<file path="config.mk">
export PLATFORM = sky130hd
export DESIGN_NAME = mbist_march_ctrl
export DESIGN_NICKNAME = d
export VERILOG_FILES = /design/src/rtl/mbist_pkg.sv /design/src/rtl/mbist_cmp_pipe.sv /design/src/rtl/mbist_march_ctrl.sv
export SDC_FILE = /design/constraint.sdc
export NUM_CORES = 1
export LEC_CHECK = 0
export BUFFER_PORTS_ARGS = -buffer_cell sky130_fd_sc_hd__buf_2
export CAP_MARGIN = 20
export CORE_MARGIN = 2
export CORE_UTILIZATION = 45
export CTS_BUF_LIST = sky130_fd_sc_hd__clkbuf_4
export DETAILED_ROUTE_END_ITERATION = 12
export PLACE_DENSITY = 0.66
export SYNTH_ARGS = -nofsm -noshare
export SYNTH_HDL_FRONTEND = slang
export SYNTH_SLANG_ARGS = --single-unit
</file>
<file path="constraint.sdc">
create_clock -name clk -period 2.8 [get_ports clk]
set_clock_uncertainty 0.05 [all_clocks]
set_input_delay 0.28 -clock clk [delete_from_list [all_inputs] [get_ports clk]]
set_output_delay 0.28 -clock clk [all_outputs]
set_load 0.005 [all_outputs]
</file>
<file path="src/rtl/mbist_pkg.sv">
// Shared March C- encoding and FSM state type for the MBIST controller.
// Element tables hold one bit per element index; bits 6..7 are padding.
package mbist_pkg;

  typedef enum logic [2:0] {
    E0 = 3'd0,
    E1 = 3'd1,
    E2 = 3'd2,
    E3 = 3'd3,
    E4 = 3'd4,
    E5 = 3'd5
  } elem_e;

  typedef enum logic [2:0] {
    S_IDLE,
    S_PREP,
    S_RUN,
    S_DRAIN,
    S_DONE
  } state_e;

  localparam logic [7:0] ELEM_DOWN    = 8'b0001_1000;
  localparam logic [7:0] ELEM_TWO_OPS = 8'b0001_1110;
  localparam logic [7:0] OP0_WRITE    = 8'b0000_0001;
  localparam logic [7:0] OP1_WRITE    = 8'b0001_1110;
  localparam logic [7:0] OP0_ONE      = 8'b0001_0100;
  localparam logic [7:0] OP1_ONE      = 8'b0000_1010;

  function automatic logic elem_down(input logic [2:0] e);
    return ELEM_DOWN[e];
  endfunction

  function automatic logic elem_two_ops(input logic [2:0] e);
    return ELEM_TWO_OPS[e];
  endfunction

  function automatic logic op_write(input logic [2:0] e, input logic idx);
    return idx ? OP1_WRITE[e] : OP0_WRITE[e];
  endfunction

  // Data polarity of an op: written value for writes, expected value for reads.
  function automatic logic op_one(input logic [2:0] e, input logic idx);
    return idx ? OP1_ONE[e] : OP0_ONE[e];
  endfunction

endpackage

</file>
<file path="src/rtl/mbist_cmp_pipe.sv">
// Two-stage expected-data pipeline aligned to the memory read latency,
// with saturating mismatch count and first-fail capture.
module mbist_cmp_pipe
  import mbist_pkg::*;
#(
  parameter int DATA_WIDTH = 8,
  parameter int ADDR_WIDTH = 4,
  parameter int CNT_WIDTH  = 8
) (
  input  logic                  clk,
  input  logic                  rst,
  input  logic                  clr,
  input  logic                  issue_rd,
  input  logic [DATA_WIDTH-1:0] issue_exp,
  input  logic [ADDR_WIDTH-1:0] issue_addr,
  input  logic [2:0]            issue_elem,
  input  logic [DATA_WIDTH-1:0] rdata,
  output logic [CNT_WIDTH-1:0]  fail_cnt,
  output logic [ADDR_WIDTH-1:0] fail_addr,
  output logic [2:0]            fail_elem
);

  logic                  s1_vld, s2_vld;
  logic [DATA_WIDTH-1:0] s1_exp, s2_exp;
  logic [ADDR_WIDTH-1:0] s1_addr, s2_addr;
  logic [2:0]            s1_elem, s2_elem;

  always_ff @(posedge clk) begin
    if (rst || clr) begin
      s1_vld    <= 1'b0;
      s2_vld    <= 1'b0;
      s1_exp    <= '0;
      s2_exp    <= '0;
      s1_addr   <= '0;
      s2_addr   <= '0;
      s1_elem   <= '0;
      s2_elem   <= '0;
      fail_cnt  <= '0;
      fail_addr <= '0;
      fail_elem <= '0;
    end else begin
      s1_vld  <= issue_rd;
      s1_exp  <= issue_exp;
      s1_addr <= issue_addr;
      s1_elem <= issue_elem;
      s2_vld  <= s1_vld;
      s2_exp  <= s1_exp;
      s2_addr <= s1_addr;
      s2_elem <= s1_elem;
      if (s2_vld && (rdata != s2_exp)) begin
        if (fail_cnt != '1) fail_cnt <= fail_cnt + CNT_WIDTH'(1);
        // A zero count means this is the first mismatch of the test.
        if (fail_cnt == '0) begin
          fail_addr <= s2_addr;
          fail_elem <= s2_elem;
        end
      end
    end
  end

endmodule

</file>
<file path="src/rtl/mbist_march_ctrl.sv">
// March C- MBIST controller: sequences ops into the memory under test and
// reports pass/fail with first-fail diagnostics.
// state   | meaning
// S_IDLE  | waiting for start
// S_PREP  | one cycle, preloads write data for op 0
// S_RUN   | one op per cycle, all six elements
// S_DRAIN | two cycles for in-flight reads
// S_DONE  | one-cycle done pulse, pass valid
module mbist_march_ctrl
  import mbist_pkg::*;
#(
  parameter int DATA_WIDTH = 8,
  parameter int ADDR_WIDTH = 4,
  parameter int LAST_ADDR  = 15,
  parameter int CNT_WIDTH  = 8
) (
  input  logic                  clk,
  input  logic                  rst,
  input  logic                  start,
  output logic                  busy,
  output logic                  done,
  output logic                  pass,
  output logic [CNT_WIDTH-1:0]  fail_cnt,
  output logic [ADDR_WIDTH-1:0] fail_addr,
  output logic [2:0]            fail_elem,
  output logic                  mem_write_read,
  output logic [ADDR_WIDTH-1:0] mem_address,
  output logic [DATA_WIDTH-1:0] mem_wdata,
  input  logic [DATA_WIDTH-1:0] mem_rdata
);

  localparam logic [ADDR_WIDTH-1:0] ADDR_LAST = ADDR_WIDTH'(LAST_ADDR);

  state_e                state, state_nxt;
  elem_e                 elem;
  logic [ADDR_WIDTH-1:0] addr;
  logic                  op_idx, drain_cnt, pass_q;
  logic                  cur_write, last_op, last_addr, elem_end, run_end, accept;
  logic [2:0]            nx_elem;
  logic                  nx_idx, issue_rd;
  logic [DATA_WIDTH-1:0] issue_exp;

  always_comb begin
    cur_write = op_write(3'(elem), op_idx);
    last_op   = !elem_two_ops(3'(elem)) || op_idx;
    last_addr = elem_down(3'(elem)) ? (addr == '0) : (addr == ADDR_LAST);
    elem_end  = last_op && last_addr;
    run_end   = elem_end && (elem == E5);
    nx_elem   = elem_end ? 3'(elem) + 3'd1 : 3'(elem);
    nx_idx    = !last_op;
    accept    = (state == S_IDLE) && start;
    issue_rd  = (state == S_RUN) && !cur_write;
    issue_exp = {DATA_WIDTH{op_one(3'(elem), op_idx)}};
  end

  always_ff @(posedge clk) begin
    if (rst) state <= S_IDLE;
    else     state <= state_nxt;
  end

  always_comb begin
    state_nxt = state;
    case (state)
      S_IDLE:  if (start) state_nxt = S_PREP;
      S_PREP:  state_nxt = S_RUN;
      S_RUN:   if (run_end) state_nxt = S_DRAIN;
      S_DRAIN: if (drain_cnt == 1'b0) state_nxt = S_DONE;
      S_DONE:  state_nxt = S_IDLE;
      default: state_nxt = S_IDLE;
    endcase
  end

  always_ff @(posedge clk) begin
    if (rst) begin
      elem      <= E0;
      addr      <= '0;
      op_idx    <= 1'b0;
      drain_cnt <= 1'b0;
      pass_q    <= 1'b0;
    end else begin
      case (state)
        S_IDLE: if (start) begin
          elem   <= E0;
          addr   <= '0;
          op_idx <= 1'b0;
          pass_q <= 1'b0;
        end
        S_RUN: begin
          op_idx <= nx_idx;
          if (last_op && !last_addr) begin
            addr <= elem_down(3'(elem)) ? addr - ADDR_WIDTH'(1) : addr + ADDR_WIDTH'(1);
          end else if (elem_end && !run_end) begin
            elem <= elem_e'(nx_elem);
            addr <= elem_down(nx_elem) ? ADDR_LAST : '0;
          end else if (run_end) begin
            elem      <= E0;
            addr      <= '0;
            drain_cnt <= 1'b1;
          end
        end
        S_DRAIN: drain_cnt <= 1'b0;
        S_DONE:  pass_q    <= (fail_cnt == '0);
        default: ;
      endcase
    end
  end

  // Write data runs one op ahead of the strobe, so RUN shows the next op's data.
  always_comb begin
    busy           = 1'b0;
    done           = 1'b0;
    pass           = pass_q;
    mem_write_read = 1'b0;
    mem_address    = '0;
    mem_wdata      = '0;
    case (state)
      S_PREP: begin
        busy      = 1'b1;
        mem_wdata = {DATA_WIDTH{op_one(3'(elem), op_idx)}};
      end
      S_RUN: begin
        busy           = 1'b1;
        mem_write_read = cur_write;
        mem_address    = addr;
        mem_wdata      = {DATA_WIDTH{op_one(nx_elem, nx_idx)}};
      end
      S_DRAIN: busy = 1'b1;
      S_DONE: begin
        done = 1'b1;
        pass = (fail_cnt == '0);
      end
      default: ;
    endcase
  end

  mbist_cmp_pipe #(
    .DATA_WIDTH(DATA_WIDTH),
    .ADDR_WIDTH(ADDR_WIDTH),
    .CNT_WIDTH (CNT_WIDTH)
  ) u_cmp (
    .clk       (clk),
    .rst       (rst),
    .clr       (accept),
    .issue_rd  (issue_rd),
    .issue_exp (issue_exp),
    .issue_addr(addr),
    .issue_elem(3'(elem)),
    .rdata     (mem_rdata),
    .fail_cnt  (fail_cnt),
    .fail_addr (fail_addr),
    .fail_elem (fail_elem)
  );

endmodule

</file>
Word-level counts from Yosys, hierarchy flattened
Memories as Yosys holds them, arrays and structs flattened. A register that Yosys moved wholly into a read port is not among the register bits.
Cells that the tools add are included.
Cells by class
  $add $sub $neg: 4
  order comparisons: 2
  equality and inequality tests: 15
  muxes and demuxes: 52
  reductions and logical operators: 29
Operators with widths (number)
  3-bit two-way mux: 18
  4-bit two-way mux: 7
  1-bit two-way mux: 20
  8-bit one-hot mux with 2 select lines: 1
  3-bit one-hot mux with 4 select lines: 1
  2-bit != test (second input constant): 5
  8-bit by 1-bit adder with 8-bit output (second input constant): 1
  8-bit logical NOT: 1
  3-bit by 4-bit less-than comparator with 1-bit output (second input constant): 2
  8-bit != test: 1
  8-bit != test (second input constant): 1
  4-bit one-hot mux with 2 select lines: 1
  2-bit AND reduction: 4
  4-bit AND reduction: 2
  1-bit logical AND: 7
  3-bit by 2-bit equality test with 1-bit output (second input constant): 2
  3-bit equality test (second input constant): 2
  1-bit one-hot mux with 2 select lines: 3
  3-bit one-hot mux with 2 select lines: 1
  3-bit AND reduction: 2
  2-bit nonzero test: 3
  1-bit logical NOT: 5
  4-bit by 1-bit adder with 4-bit output (second input constant): 1
  4-bit equality test (second input constant): 1
  other kinds (9): 10
Storage, ports and cells
  register bits after elaboration: 46
  ROM bits: 64
  input bits: 11
  logic and storage cells: 127
  memories: 8
Memories
  (name not given): words 8, width 1, read ports 1, clocked after Yosys merged registers in 0, write ports 0, line mbist_pkg.sv:43  | return idx ? OP1_ONE[e] : OP0_ONE[e];
  (name not given): words 8, width 1, read ports 1, clocked after Yosys merged registers in 0, write ports 0, line mbist_pkg.sv:43
  (name not given): words 8, width 1, read ports 1, clocked after Yosys merged registers in 1, write ports 0, line mbist_pkg.sv:43
  (name not given): words 8, width 1, read ports 1, clocked after Yosys merged registers in 1, write ports 0, line mbist_pkg.sv:43
  (name not given): words 8, width 1, read ports 1, clocked after Yosys merged registers in 0, write ports 0, line mbist_pkg.sv:30  | return ELEM_DOWN[e];
  (name not given): words 8, width 1, read ports 1, clocked after Yosys merged registers in 1, write ports 0, line mbist_pkg.sv:30
  2 more memories

Depth between registers and ports, before layout
  depth after elaboration: 13
  depth in mapped cells: 8

Modules after synthesis
From an unflattened synthesis, not the netlist that was laid out.
Unflattened totals
  cells, all modules: 319
  area total of the unflattened synthesis: 2957.8 um2
Modules (own cells, without submodules)
  mbist_cmp_pipe: times used 1, cells each 165, area an instance 1684.1 um2, seq. area each 940.9 um2
  mbist_march_ctrl: times used 1, cells each 154, area an instance 1273.7 um2, seq. area each 360.3 um2

Least setup slack after synthesis
OpenSTA, ideal clock, no wires.
  kind: flip-flop to output port
  from: register (tool-made name)
  to: output port mem_wdata[1]
  arrival: 1939 ps
  data required time: 2470 ps
  setup slack: 531 ps
  stages on the path, launching flop included: 8
  buffers on the path: 1
  cells stage by stage: dfxtp_1 > or4b_4 > o22a_2 > nor2_1 > nand3_1 > nand4_1 > a32o_1 > buf_4
RTL lines
  to (decl): line mbist_march_ctrl.sv:28  | output logic [DATA_WIDTH-1:0] mem_wdata,

==> results.md <==
- In the detailed route, the total length drawn on met3 is between 200 and 250 µm.
- The critical path in this run is classified as flop to output pin.
- For the worst setup path, the data arrival time is around 2.3 ns.
- The residual antenna-violating net count after detailed routing is 0.
- The number of remaining DRC errors is 0.
- The tree built by TritonCTS fans out to 51 sinks.
- The synthesized netlist occupies a cell area of between 2000 and 2500 µm².
- Counting flops with a built-in enable in the synthesized netlist gives 0.
- After synthesis, the cell types taking the most area are dfxtp_1 (43%), and2_1 (6.3%), nor2_1 (4.5%).
- Of the total synthesized cell area, the portion taken by full adders, half adders and majority gates is 0.0396.
- The run finished with clean final reports.
- The most used flip-flop cell after synthesis is dfxtp_1.
- No sink is reached through more buffers than the 2 on the longest clock path.
- The finished layout holds between 300 and 400 standard cells, fillers aside.
- The number of endpoints with negative hold slack in the final report is 0.
- The initial utilization of the core area, before any placement, comes to 0.467.
- The relative area change from synthesis to final layout is 11.3%.
- The final-report setup violation count is 0.
- The maximum ir drop on the vdd rail is roughly 0.00017 V.
- In the routed layout, each cell is associated on average with a via count of roughly 5.0.
- The number of nets in the layout is between 300 and 400.
- Summed over all nets, the switching power comes to 0.325 mW.
- The pre-antenna-repair detailed-routing pass consisted of 4 iterations.
- Derived from the worst setup path, the maximum achievable clock frequency is ~0.38 GHz.
- After clock tree synthesis, the flow added hold-fix buffers numbering 0.
- The relative slew slack is 0.508.
- The internal power is roughly 0.87 mW.
- Post-CTS repair changed the size of 2 cells.
- The total track usage is 0.152.
- Of the total synthesized cell area, the portion taken by XOR and XNOR cells is 0.0365.
- The final max-slew violation count was 0.
- The amount of wire on met2 after detailed routing is approximately 2000 µm.
- Of all nets on the critical path, the largest fanout is 8.
- The number of library cell types mapped by synthesis is 49.
- The clock latency at the later pin of the worst-skew pair is around 0.37 ns.
- The floorplan step set the die height to between 70 and 80 µm.
- Synthesis inferred slightly above 50 register bits.
- The nature of the critical path startpoint is a flop.
- The sequential area share after synthesis is 0.425.
- The smallest clock period supported by the final layout is computed as around 2.6 ns.
- STA classifies the critical path endpoint as an output pin.
- The global-route wire length before repair is around 7300 µm.
- The total inserted antenna cells is 0.
- TritonCTS created 5 clock buffers.
- The total design power is 1.20 mW.
- The actual slew at the worst max-slew pin is between 0.7 and 0.8 ns.
- The H-tree was split into 2 levels.
- The number of nets in the synthesized netlist is ~280.
- In the finished design, the share of the clock period the worst path needs comes to 0.929.
- The proportion of synthesized flip-flops having asynchronous set or reset is 0.
- The path class of the tightest hold or removal check is primary input to flop.
- The sequential fraction of design power is 0.623.
- The post-synthesis instance total is 259.
- TritonCTS built the clock tree.
- Dividing the detail-routed wire length by the instance count gives between 10 and 15 µm.
- Dividing total power by cell area gives a power density of roughly 450 nW/µm².
- The via count of the first global-routing pass is ~1600.
- Signal routing reaches up to met4.
- The mean post-synth cell area is between 9 and 10 µm².
- Data on the critical path is required at its endpoint by 2.47 ns.
- The fraction of the mapped netlist area in compound gates is 0.126.
- Across the run, the number of max-cap violations was 0.
- After clock tree synthesis, the clock-pin slew on the worst setup and hold paths is ~0.16 ns.
- The fraction of final layout cells with drive strength greater than 1 is 0.231.
- Summed over all failing endpoints, the final setup total negative slack is 0 ns.
- The number of top-level pins is between 40 and 50.
- The number of buffers inserted by port buffering is 41.
- The instance count after placement with tap cells included is approximately 360.
- Across all layers, the routed design uses between 1500 and 2000 vias.
- Setup repair after global routing left no endpoint under its margin.
- The DRC marker count from the first detailed-route iteration is 38.
- The share of synthesized area spent on multiplexers is 0.0428.
- Of the total power, the share spent switching nets is 0.271.
- The total global routing overflow is 0.
- Entering global routing, the biggest net connects 19 pins.
- In this run the standard cell core region covers a little over 5000 µm².
- The detailed-route wire length is between 4000 and 5000 µm.
- By area, the combinational part of the netlist is dominated by simple AND/OR/NAND/NOR gates.
- The placed wire-length estimate is 3210 µm.
- The fraction of synthesized cell area taken by the top area cell type is 0.425.
- The simple-gate area share of the yosys netlist is 0.270.
- The most common cell in the synthesized netlist is dfxtp_1.
- The die area is between 5000 and 6000 µm².
- The congestion estimate from routability-driven global placement came to 0.814.
- In the synthesized netlist, the cells that appear most often are dfxtp_1 (51), nor2_1 (29), and2_1 (24).
- For this design the static power due to leakage is ~1.2 nW.
- Final hold analysis gives a worst-case slack of roughly 0.19 ns.
- After clock tree synthesis, the setup repair step added 0 buffers.
- The combinational power share is 0.074.
- In the final routing, the length of wire on met1 measures 2010 µm.
- The root buffer cell chosen for the clock tree is clkbuf_4.
- The number of warnings printed during yosys synthesis is 0.
- The leading area contributor after synthesis is dfxtp_1.
- Once layout is complete, the utilization of the core stands at 0.519.
- The initial antenna violation count is 0.
- The share of total power dissipated in the clock network is 0.303.
- The number of core rows is 26.
- The width of the die is just under 80 µm.
-- metrics by stage --
| step | area (µm²) | worst slack (ns) |
|---|---|---|
| 5_1_grt | 2670 | 0.0221 |
| 4_1_cts | 2670 | 0.0737 |
| 3_3_place_gp | 2600 | 0.453 |
| 2_1_floorplan | 2400 | 0.531 |
| 6_report | 2670 | 0.198 |
| 3_5_place_dp | 2600 | 0.379 |
-- cell families (layout without fill, tap and decap cells) --
family / after synthesis / in the layout
AO/OA/AOI/OAI: 39 / 39
multiplexers: 10 / 10
adder cells (fa/ha/maj): 7 / 7
AND/OR/NAND/NOR: 117 / 117
flip-flops: 51 / 51
XOR/XNOR: 10 / 10
buffers and inverters: 25 / 60
-- worst paths after layout --
check                                 startpoint          endpoint  slack [ns]  depth (start not counted)
worst max-delay path                        flop      mem_wdata[2]        0.20                          7
worst min-delay path                         rst           elem[1]        0.19                          2
worst max register to register           elem[1]           addr[3]        0.59                          8
worst min register to register  u_cmp.s1_addr[2]  u_cmp.s2_addr[2]        0.40                          1
-- cell usage in the layout (no fill, tap or decap), types with 2 or more instances in the layout --
| cell | instances |
|---|---|
| ha_1 | 6 |
| dfxtp_2 | 3 |
| nand2_1 | 14 |
| nand3b_1 | 5 |
| and2_1 | 24 |
| xnor2_1 | 3 |
| nor2_1 | 28 |
| a21oi_2 | 2 |
| inv_1 | 9 |
| nor4b_1 | 2 |
| buf_4 | 2 |
| and3_1 | 4 |
| or3_1 | 2 |
| nor2b_1 | 4 |
| clkbuf_4 | 5 |
| xor2_1 | 7 |
| nor4_1 | 2 |
| mux2i_1 | 8 |
| a21oi_1 | 8 |
| dfxtp_1 | 48 |
| or2b_1 | 2 |
| clkinv_4 | 2 |
| o21ai_0 | 9 |
| nand3_1 | 9 |
| nor3_1 | 7 |
| a211oi_1 | 5 |
| nand4_1 | 8 |
| mux2_2 | 2 |
| buf_2 | 41 |
-- area by class of cell --
| cell class | count | area (µm²) |
|---|---|---|
| well taps | 70 | 87.6 |
| fillers | 519 | 2470 |
| clock inverters | 3 | 28.8 |
| inverters | 9 | 33.8 |
| flip-flops and latches | 51 | 1020 |
| multi-input cells | 183 | 1240 |
| clock buffers | 5 | 37.5 |
| repair buffers | 43 | 220 |
-- registers in the layout (all words and copies together) (netlist names), named ones only --
signal	cells
addr	4
drain_cnt	1
elem	3
op_idx	1
pass_q	1
state	3
u_cmp.fail_addr	4
u_cmp.fail_cnt	8
u_cmp.fail_elem	3
u_cmp.s1_addr	4
u_cmp.s1_elem	3
u_cmp.s1_exp	1
u_cmp.s1_vld	1
u_cmp.s2_addr	4
u_cmp.s2_elem	3
u_cmp.s2_exp	1
u_cmp.s2_vld	1
-- power groups by stage --
stage	clock, mW	combinational, mW	sequential [mW]
after floorplan	0	0.0688	0.753
after global placement	0	0.0885	0.762
after detailed placement	0	0.0891	0.761
after CTS	0.381	0.0894	0.746
after global routing	0.408	0.0990	0.749
final	0.363	0.0881	0.746
-- metal layers --
metal  track usage  vias to the layer above
met1         0.181                      801
met2         0.260                       45
met3        0.0412                        7
met4        0.0589                        0
li1              -                      958
met5             0                        -
-- worst max-delay path, stage by stage, from the launching register on --
cell     delay (ns)
dfxtp_2        0.45
or4b_4         0.50
o22a_2         0.29
nor2_2         0.14
nand3_1        0.08
nand4_1        0.10
a32o_2         0.19
buf_2          0.14
No activity file was read; power rests on OpenSTA's default activity.
